==> config.mk <==
export PLATFORM = sky130hd
export DESIGN_NAME = fetch_unit
export DESIGN_NICKNAME = d
export VERILOG_FILES = /design/src/rtl/fetch_unit.sv
export SDC_FILE = /design/constraint.sdc
export NUM_CORES = 1
export LEC_CHECK = 0
export ABC_AREA = 1
export CORE_ASPECT_RATIO = 1.4
export CORE_UTILIZATION = 40
export CTS_CLUSTER_SIZE = 40
export DETAILED_ROUTE_END_ITERATION = 6
export PLACE_DENSITY_LB_ADDON = 0.2
export SLEW_MARGIN = 40
export SYNTH_ARGS = -nofsm -noshare
export SYNTH_HDL_FRONTEND = slang
export SYNTH_SLANG_ARGS = --single-unit
export TNS_END_PERCENT = 5
==> constraint.sdc <==
create_clock -name clk -period 2.1 [get_ports clk]
set_input_delay 0.42 -clock clk [delete_from_list [all_inputs] [get_ports clk]]
set_output_delay 0.42 -clock clk [all_outputs]
set_load 0.01 [all_outputs]
==> src/rtl/fetch_unit.sv <==
// Instruction fetch stage: one outstanding memory request, registered output buffer towards the decoder.
// Define FETCH_BUF2_EN for a 2-entry output FIFO; the default build uses a 1-entry buffer.
module fetch_unit #(
    parameter int                ADDR_W   = 32,
    parameter logic [ADDR_W-1:0] RESET_PC = '0
) (
    input  logic              clk,
    input  logic              reset,
    output logic              imem_req,
    output logic [ADDR_W-1:0] imem_addr,
    input  logic              imem_gnt,
    input  logic              imem_rvalid,
    input  logic [31:0]       imem_rdata,
    input  logic              redirect_valid,
    input  logic [ADDR_W-1:0] redirect_pc,
    input  logic              id_ready,
    output logic              if_valid,
    output logic [31:0]       if_instr,
    output logic [ADDR_W-1:0] if_pc
);

`ifdef FETCH_BUF2_EN
    localparam int DEPTH = 2;
`else
    localparam int DEPTH = 1;
`endif

    typedef enum logic [1:0] {
        S_FETCH,
        S_WAIT,
        S_HOLD,
        S_DISCARD
    } state_t;

    state_t            state;
    state_t            state_next;
    logic [ADDR_W-1:0] pc;
    logic [ADDR_W-1:0] pc_next;

    // Buffer entry 0 is the head and drives the decoder outputs directly.
    logic [1:0]        count;
    logic [1:0]        count_after;
    logic [31:0]       instr0;
    logic [ADDR_W-1:0] pc0;
`ifdef FETCH_BUF2_EN
    logic [31:0]       instr1;
    logic [ADDR_W-1:0] pc1;
`endif

    logic pop;
    logic push;
    logic free_after;
    logic unused_redirect_bits;

    assign unused_redirect_bits = ^redirect_pc[1:0];

    assign pop        = (count != 2'd0) && id_ready;
    assign push       = (state == S_WAIT) && imem_rvalid && !redirect_valid;
    assign count_after = count - {1'b0, pop} + {1'b0, push};
    assign free_after = (count_after < 2'(DEPTH));

    assign imem_req  = (state == S_FETCH);
    assign imem_addr = pc;
    assign if_valid  = (count != 2'd0);
    assign if_instr  = instr0;
    assign if_pc     = pc0;

    always_ff @(posedge clk) begin
        if (reset) begin
            state <= S_FETCH;
            pc    <= RESET_PC;
        end else begin
            state <= state_next;
            pc    <= pc_next;
        end
    end

    // A redirect that meets an in-flight response in the same cycle retires that response
    // immediately, so no DISCARD is needed (otherwise DISCARD would wait forever).
    always_comb begin
        state_next = state;
        pc_next    = pc;
        case (state)
            S_FETCH: begin
                if (imem_gnt) state_next = S_WAIT;
            end
            S_WAIT: begin
                if (imem_rvalid) begin
                    pc_next    = pc + ADDR_W'(4);
                    state_next = free_after ? S_FETCH : S_HOLD;
                end
            end
            S_HOLD: begin
                if (pop) state_next = S_FETCH;
            end
            S_DISCARD: begin
                if (imem_rvalid) state_next = S_FETCH;
            end
            default: state_next = S_FETCH;
        endcase

        if (redirect_valid) begin
            pc_next = {redirect_pc[ADDR_W-1:2], 2'b00};
            case (state)
                S_FETCH:   state_next = imem_gnt ? S_DISCARD : S_FETCH;
                S_HOLD:    state_next = S_FETCH;
                S_WAIT:    state_next = imem_rvalid ? S_FETCH : S_DISCARD;
                S_DISCARD: state_next = imem_rvalid ? S_FETCH : S_DISCARD;
                default:   state_next = S_FETCH;
            endcase
        end
    end

    always_ff @(posedge clk) begin
        if (reset) begin
            count  <= 2'd0;
            instr0 <= '0;
            pc0    <= '0;
`ifdef FETCH_BUF2_EN
            instr1 <= '0;
            pc1    <= '0;
`endif
        end else if (redirect_valid) begin
            count <= 2'd0;
        end else begin
            count <= count_after;
`ifdef FETCH_BUF2_EN
            case ({push, pop})
                2'b10: begin
                    if (count == 2'd0) begin
                        instr0 <= imem_rdata;
                        pc0    <= pc;
                    end else begin
                        instr1 <= imem_rdata;
                        pc1    <= pc;
                    end
                end
                2'b01: begin
                    instr0 <= instr1;
                    pc0    <= pc1;
                end
                2'b11: begin
                    if (count == 2'd2) begin
                        instr0 <= instr1;
                        pc0    <= pc1;
                        instr1 <= imem_rdata;
                        pc1    <= pc;
                    end else begin
                        instr0 <= imem_rdata;
                        pc0    <= pc;
                    end
                end
                default: ;
            endcase
`else
            if (push) begin
                instr0 <= imem_rdata;
                pc0    <= pc;
            end
`endif
        end
    end

endmodule

# Yosys cells after proc, flatten, opt, wreduce, memory -nomap -nowiden
# Index checks and enable logic that the tools add are counted.
# totals
regBits	100
input_bits	70
word_cells	45
# classes
add_sub_neg	3
order_cmp	1
eq_ne	7
mux	13
bitwise_logic	1
reduce_logical	14
# op_table
cell	n
$mux 32	3
$add 32x3->32 const B	1
$mux 2	8
$ne 3x3->1 const B	3
$pmux 2 s4	1
$pmux 2 s3	1
$reduce_and 2->1	3
$reduce_bool 2->1	3
$eq 2x2->1 const B	2
$reduce_and 4->1	1
$reduce_or 2->1	2
$logic_and 1x1->1	3
$ne 3x1->1 const B	1
$add 2x1->2	1
$eq 2x1->1 const B	1
$logic_not 2->1	1
$lt 2x1->1 const B	1
$sub 2x1->2	1
$logic_not 1->1	1
$not 1->1	1

# Logic depth before layout (Yosys ltp)
# logic_depth
ltp_word	9
ltp_mapped	16
depth_no_buf	14

# Worst setup path before layout
# OpenSTA, ideal clock, no wires.
# synth_timing
path_type	input -> register
startpoint	input port imem_rvalid
endpoint	register state[1]
setup_ns	0.109
t_arrival_ns	2.078
required_time_ns	1.991
path_slack_ns	-0.086
cell_stages	15
n_path_buf	2
path_cell_list	nand3_4 -> nor2_4 -> inv_2 -> buf_6 -> buf_2 -> ha_1 -> inv_1 -> ha_1 -> xnor2_1 -> xor2_1 -> nand2_1 -> nand2_1 -> nand3_1 -> nand2_1 -> inv_1
# synth_via
elab_chain_cells	8
word_cells_on_any_way	13
cone_classes	1 x add/sub; 1 x order compare; 2 x eq/ne; 6 x mux; 3 x reduce/logical
# synth_lines
item	line	text
start, declared	12	input logic imem_rvalid,
$logic_and 1x1->1 (2 in a row)	58	assign push = (state == S_WAIT) && imem_rvalid && !redirect_valid;
$add 2x1->2	59	assign count_after = count - {1'b0, pop} + {1'b0, push};
$lt 2x1->1	60	assign free_after = (count_after < 2'(DEPTH));
$mux 2	90	state_next = free_after ? S_FETCH : S_HOLD;
$mux 2	88	if (imem_rvalid) begin
$pmux 2 s4	83	case (state)
$mux 2	102	if (redirect_valid) begin
end signal, assigned	73	state <= state_next;
end, declared	35	state_t state;
# Several ways; a longest one is shown, not always the timed one. The select of a mux whose other input is x is not followed.
# A chain may end at the register's enable or synchronous reset.

# Worst setup path in the final report
# layout_timing
startpoint	input port redirect_valid
endpoint	register state[1]
# layout_via
elab_chain_cells	8
word_cells_on_any_way	13
cone_classes	1 x add/sub; 1 x order compare; 4 x eq/ne; 4 x mux; 3 x reduce/logical
# layout_lines
item	line	text
start, declared	14	input logic redirect_valid,
$logic_not 1->1	58	
$logic_and 1x1->1	58	
$add 2x1->2	59	
$lt 2x1->1	60	
$mux 2	90	
$mux 2	88	
$pmux 2 s4	83	
$mux 2	102	
# Several ways; a longest one is shown, not always the timed one. The select of a mux whose other input is x is not followed.

==> flow_summary_export.csv <==
group,metric,value,unit
cts,cts_sinks,96,
finish,layout-drive-gt1-share,8.76,%
power_and_ir_drop,leakage,2.67,nW
cts,cts_buffer_depth,2,
finish,antenna_cells,0,
drt,wl_per_cell,14.7,microns
power_and_ir_drop,ir_worst_vdd,0.516,mV
place,io_buffer_count,161,
cts,numCtsBuffers,9,
cts,clock-root-buffer,"sky130_fd_sc_hd__clkbuf_16",
timing,final.period_utilization,92.6,%
synth,post_synth_inst_count,627,
drt,detail_route.iter0.violations,256,
finish,layout.nets,868,
cts,h-tree-depth,3,
global_routing,gr-total-overflow,0,
place,hpwl,9780,microns
drt,route.met2.wl,7100,microns
die,floorplan.rows,44,
worst_setup_path,critical_path_peak_fanout,2,
timing,final-setup-viol-count,0,
timing,rsz0062_at_grt,"no",
worst_setup_path,setup.worst_path.end_class,"flop",
global_routing,first_global_vias,4799,
die,dieWidth,90.6,microns
synth,synth_sequential_area_ratio,43.8,%
worst_setup_path,critPathRequiredTime,2.35,ns
worst_setup_path,crit_path_start_kind,"input port",
synth,avgSynthCellArea,7.00,sq um
place,dpl_worst_slack,-0.374,ns
die,num_io_pins,168,
global_routing,initial_antenna_violation_count,0,
drt,wirelength,13800,microns
timing,max-slew-margin-rel,59.9,%
finish,final-instance-count-excl-fill,937,
hold_path,hold_class,"reg2reg",
finish,area_growth,50.7,%
global_routing,grt_pass1_wl,22800,microns
synth,synth.distinct_cells,34,
synth,post_synthesis_sequential_element_count,96,
timing,min_period,1.95,ns
global_routing,pin_count_of_the_biggest_net_entering_global_routing,65,
die,floorplan.die_area,11400,sq um
timing,worst_clock_skew,0.00554,ns
cts,cts.clk_slew.worst_paths,0.07,ns
drt,drc_errors_left,0,
synth,yosysWarnings,0,
job,timing.max_cap.violations,0,
timing,fin_ws,0.154,ns
drt,via_count,4749,
cts,postCtsHoldBufs,0,
timing,tightest_slew,0.601,ns
worst_setup_path,rrSetupSlack,0.18,ns
power_and_ir_drop,total_power_density_per_cell_area,692,nW/um^2
drt,first_pass_iters,5,
place,detailed_place.area,6250,sq um
worst_setup_path,worstSetupPathType,"in2reg",
drt,drtAntennaViolNets,0,
global_routing,grtUsageTotal,24.9,%
die,dieHeight,126,microns
timing,timing.fmax,514,MHz
drt,post_drt_via_cell_ratio,5.07,
timing,report.final.hold_viol_count,0,
drt,met3RoutedLength,966,microns
die,initial_core_util,41.8,%
drt,highest-signal-layer,"met4",
finish,postLayoutCellArea,6620,sq um
drt,m1WireLength,5310,microns
place,numPlacedInstances,921,
place,routabilityCongestion,0.932,
worst_setup_path,worst-endpoint-arrival,2.19,ns
cts,worstSkewPairLatency,0.34,ns
cts,clock_tree_from_tritoncts,"done",
die,placeableCoreArea,10500,sq um
synth,post_synth_instance_area,4390,sq um
outcome,outcome,"completed",
timing,slew_violations,0,
## metrics by stage
stage                     TNS, ns  utilization [%]  hold WS [ns]  power (mW)
final                           0             62.9         0.479        4.58
after global routing            0             62.9         0.505        4.77
after CTS                       0             62.9         0.482        4.61
after detailed placement    -3.03             59.4         0.469        2.65
after global placement      -1.42             59.4         0.460        2.63
after floorplan           -0.0122                -         0.484        2.26
## layout make-up
| cell class | instances | area, sq um |
|---|---|---|
| Clock buffer | 9 | 225 |
| Fill cell | 963 | 3900 |
| Tap cell | 138 | 173 |
| Multi-Input combinational cell | 448 | 2140 |
| Timing Repair Buffer | 188 | 1830 |
| Clock inverter | 6 | 133 |
| Inverter | 52 | 195 |
| Sequential cell | 96 | 1920 |
## state kept, by name, summed over array words and instances (netlist names)
register,flops
state,2
imem_addr,30
count,2
if_instr,32
if_pc,30
## Yosys cell counts
library cell	n	area, sq um
sky130_fd_sc_hd__nand2_1	110	413
sky130_fd_sc_hd__ha_1	3	37.5
sky130_fd_sc_hd__clkbuf_1	13	48.8
sky130_fd_sc_hd__nand3_2	1	10.0
sky130_fd_sc_hd__a211oi_1	4	30.0
sky130_fd_sc_hd__buf_2	11	55.1
sky130_fd_sc_hd__xnor2_1	1	8.76
sky130_fd_sc_hd__a21oi_1	34	170
sky130_fd_sc_hd__nand3_1	37	185
sky130_fd_sc_hd__a22o_1	2	17.5
sky130_fd_sc_hd__nor2_2	10	62.6
sky130_fd_sc_hd__o21ai_1	2	10.0
sky130_fd_sc_hd__nand2_2	3	18.8
sky130_fd_sc_hd__nor3_1	17	85.1
sky130_fd_sc_hd__a21o_1	1	7.51
sky130_fd_sc_hd__nand3_4	1	17.5
sky130_fd_sc_hd__a22oi_1	2	15.0
sky130_fd_sc_hd__nand3b_1	4	30.0
sky130_fd_sc_hd__inv_1	47	176
sky130_fd_sc_hd__or2_2	1	6.26
sky130_fd_sc_hd__dfxtp_1	96	1920
sky130_fd_sc_hd__xor2_1	4	35.0
sky130_fd_sc_hd__a21boi_0	2	15.0
sky130_fd_sc_hd__a31oi_1	10	62.6
sky130_fd_sc_hd__buf_1	1	3.75
sky130_fd_sc_hd__nor2_4	3	33.8
sky130_fd_sc_hd__nor2_1	125	469
sky130_fd_sc_hd__buf_4	8	60.1
sky130_fd_sc_hd__o21ai_0	58	290
sky130_fd_sc_hd__buf_6	1	11.3
sky130_fd_sc_hd__conb_1	1	3.75
sky130_fd_sc_hd__o211ai_1	4	30.0
sky130_fd_sc_hd__inv_2	5	18.8
sky130_fd_sc_hd__nand4_1	5	31.3
## layout by cell type, fill, tap and decap left out, types with 3 or more instances in the layout
master and instances:
sky130_fd_sc_hd__nand2_2 3, sky130_fd_sc_hd__a31oi_1 10, sky130_fd_sc_hd__inv_2 6, sky130_fd_sc_hd__clkdlybuf4s50_1 160, sky130_fd_sc_hd__nand3_1 37, sky130_fd_sc_hd__a211oi_1 4, sky130_fd_sc_hd__nand2_1 110, sky130_fd_sc_hd__nor2_4 3
sky130_fd_sc_hd__nor2_2 10, sky130_fd_sc_hd__xor2_1 4, sky130_fd_sc_hd__buf_4 26, sky130_fd_sc_hd__nand4_1 5, sky130_fd_sc_hd__nor2_1 125, sky130_fd_sc_hd__clkbuf_16 9, sky130_fd_sc_hd__inv_1 46, sky130_fd_sc_hd__nand3b_1 4
sky130_fd_sc_hd__conb_1 4, sky130_fd_sc_hd__dfxtp_1 96, sky130_fd_sc_hd__bufinv_16 4, sky130_fd_sc_hd__nor3_1 17, sky130_fd_sc_hd__o211ai_1 4, sky130_fd_sc_hd__a21oi_1 34, sky130_fd_sc_hd__o21ai_0 58
## what timing repair did
action                     4_1_cts  5_1_grt
setup endpoints to repair        1        3
pin swaps                        1        1
setup buffers                    1        0
gates cloned                     0        0
resized for setup                0        1
hold endpoints to repair         0        0
## cell families (layout without fill, tap and decap cells)
kind of cell | count (synthesis) | in the layout | share of synthesized area [%]
and+or+nand+nor | 317 | 317 | 31.0
AOI/OAI and AO/OA | 119 | 119 | 14.8
DFF | 96 | 96 | 43.8
buffers and inverters | 86 | 255 | 8.52
xor gates and xnor gates | 5 | 5 | 0.997
adders and majority gates | 3 | 3 | 0.855
other | 1 | 4 | 0.0854
## metal layers
metal | vias to the layer above | GRT usage, %
li1 | 2365 | -
met1 | 2171 | 27.0
met2 | 181 | 44.4
met3 | 32 | 6.16
met4 | 0 | 12.4
met5 | - | 0
## where the power goes
group,switching [mW],internal (mW),total (mW)
combinational,0.283,0.341,0.624
clock,0.695,1.28,1.97
sequential,0.0836,1.90,1.99
## worst max-delay path: stages
cell                              delay [ns]
sky130_fd_sc_hd__clkdlybuf4s50_1        0.47
sky130_fd_sc_hd__nor2_4                 0.12
sky130_fd_sc_hd__inv_2                  0.06
sky130_fd_sc_hd__ha_4                   0.26
sky130_fd_sc_hd__inv_2                  0.04
sky130_fd_sc_hd__ha_4                   0.15
sky130_fd_sc_hd__xnor2_2                0.15
sky130_fd_sc_hd__xor2_1                 0.22
sky130_fd_sc_hd__nand2_1                0.08
sky130_fd_sc_hd__nand2_1                0.06
sky130_fd_sc_hd__nand3_1                0.08
sky130_fd_sc_hd__nand2_1                0.06
sky130_fd_sc_hd__inv_1                  0.03
## worst paths after layout
| path | startpoint | endpoint | depth (start not counted) |
|---|---|---|---|
| worst min-delay path | if_pc[19]$_SDFFE_PP0P_ | if_pc[19]$_SDFFE_PP0P_ | 2 |
| worst max-delay path | redirect_valid | state[1]$_SDFFE_PP0P_ | 13 |
| worst min register to register | if_pc[19]$_SDFFE_PP0P_ | if_pc[19]$_SDFFE_PP0P_ | 2 |
| worst max register to register | state[0]$_SDFFE_PP0P_ | state[1]$_SDFFE_PP0P_ | 13 |
Power figures use the tool's default switching activity.
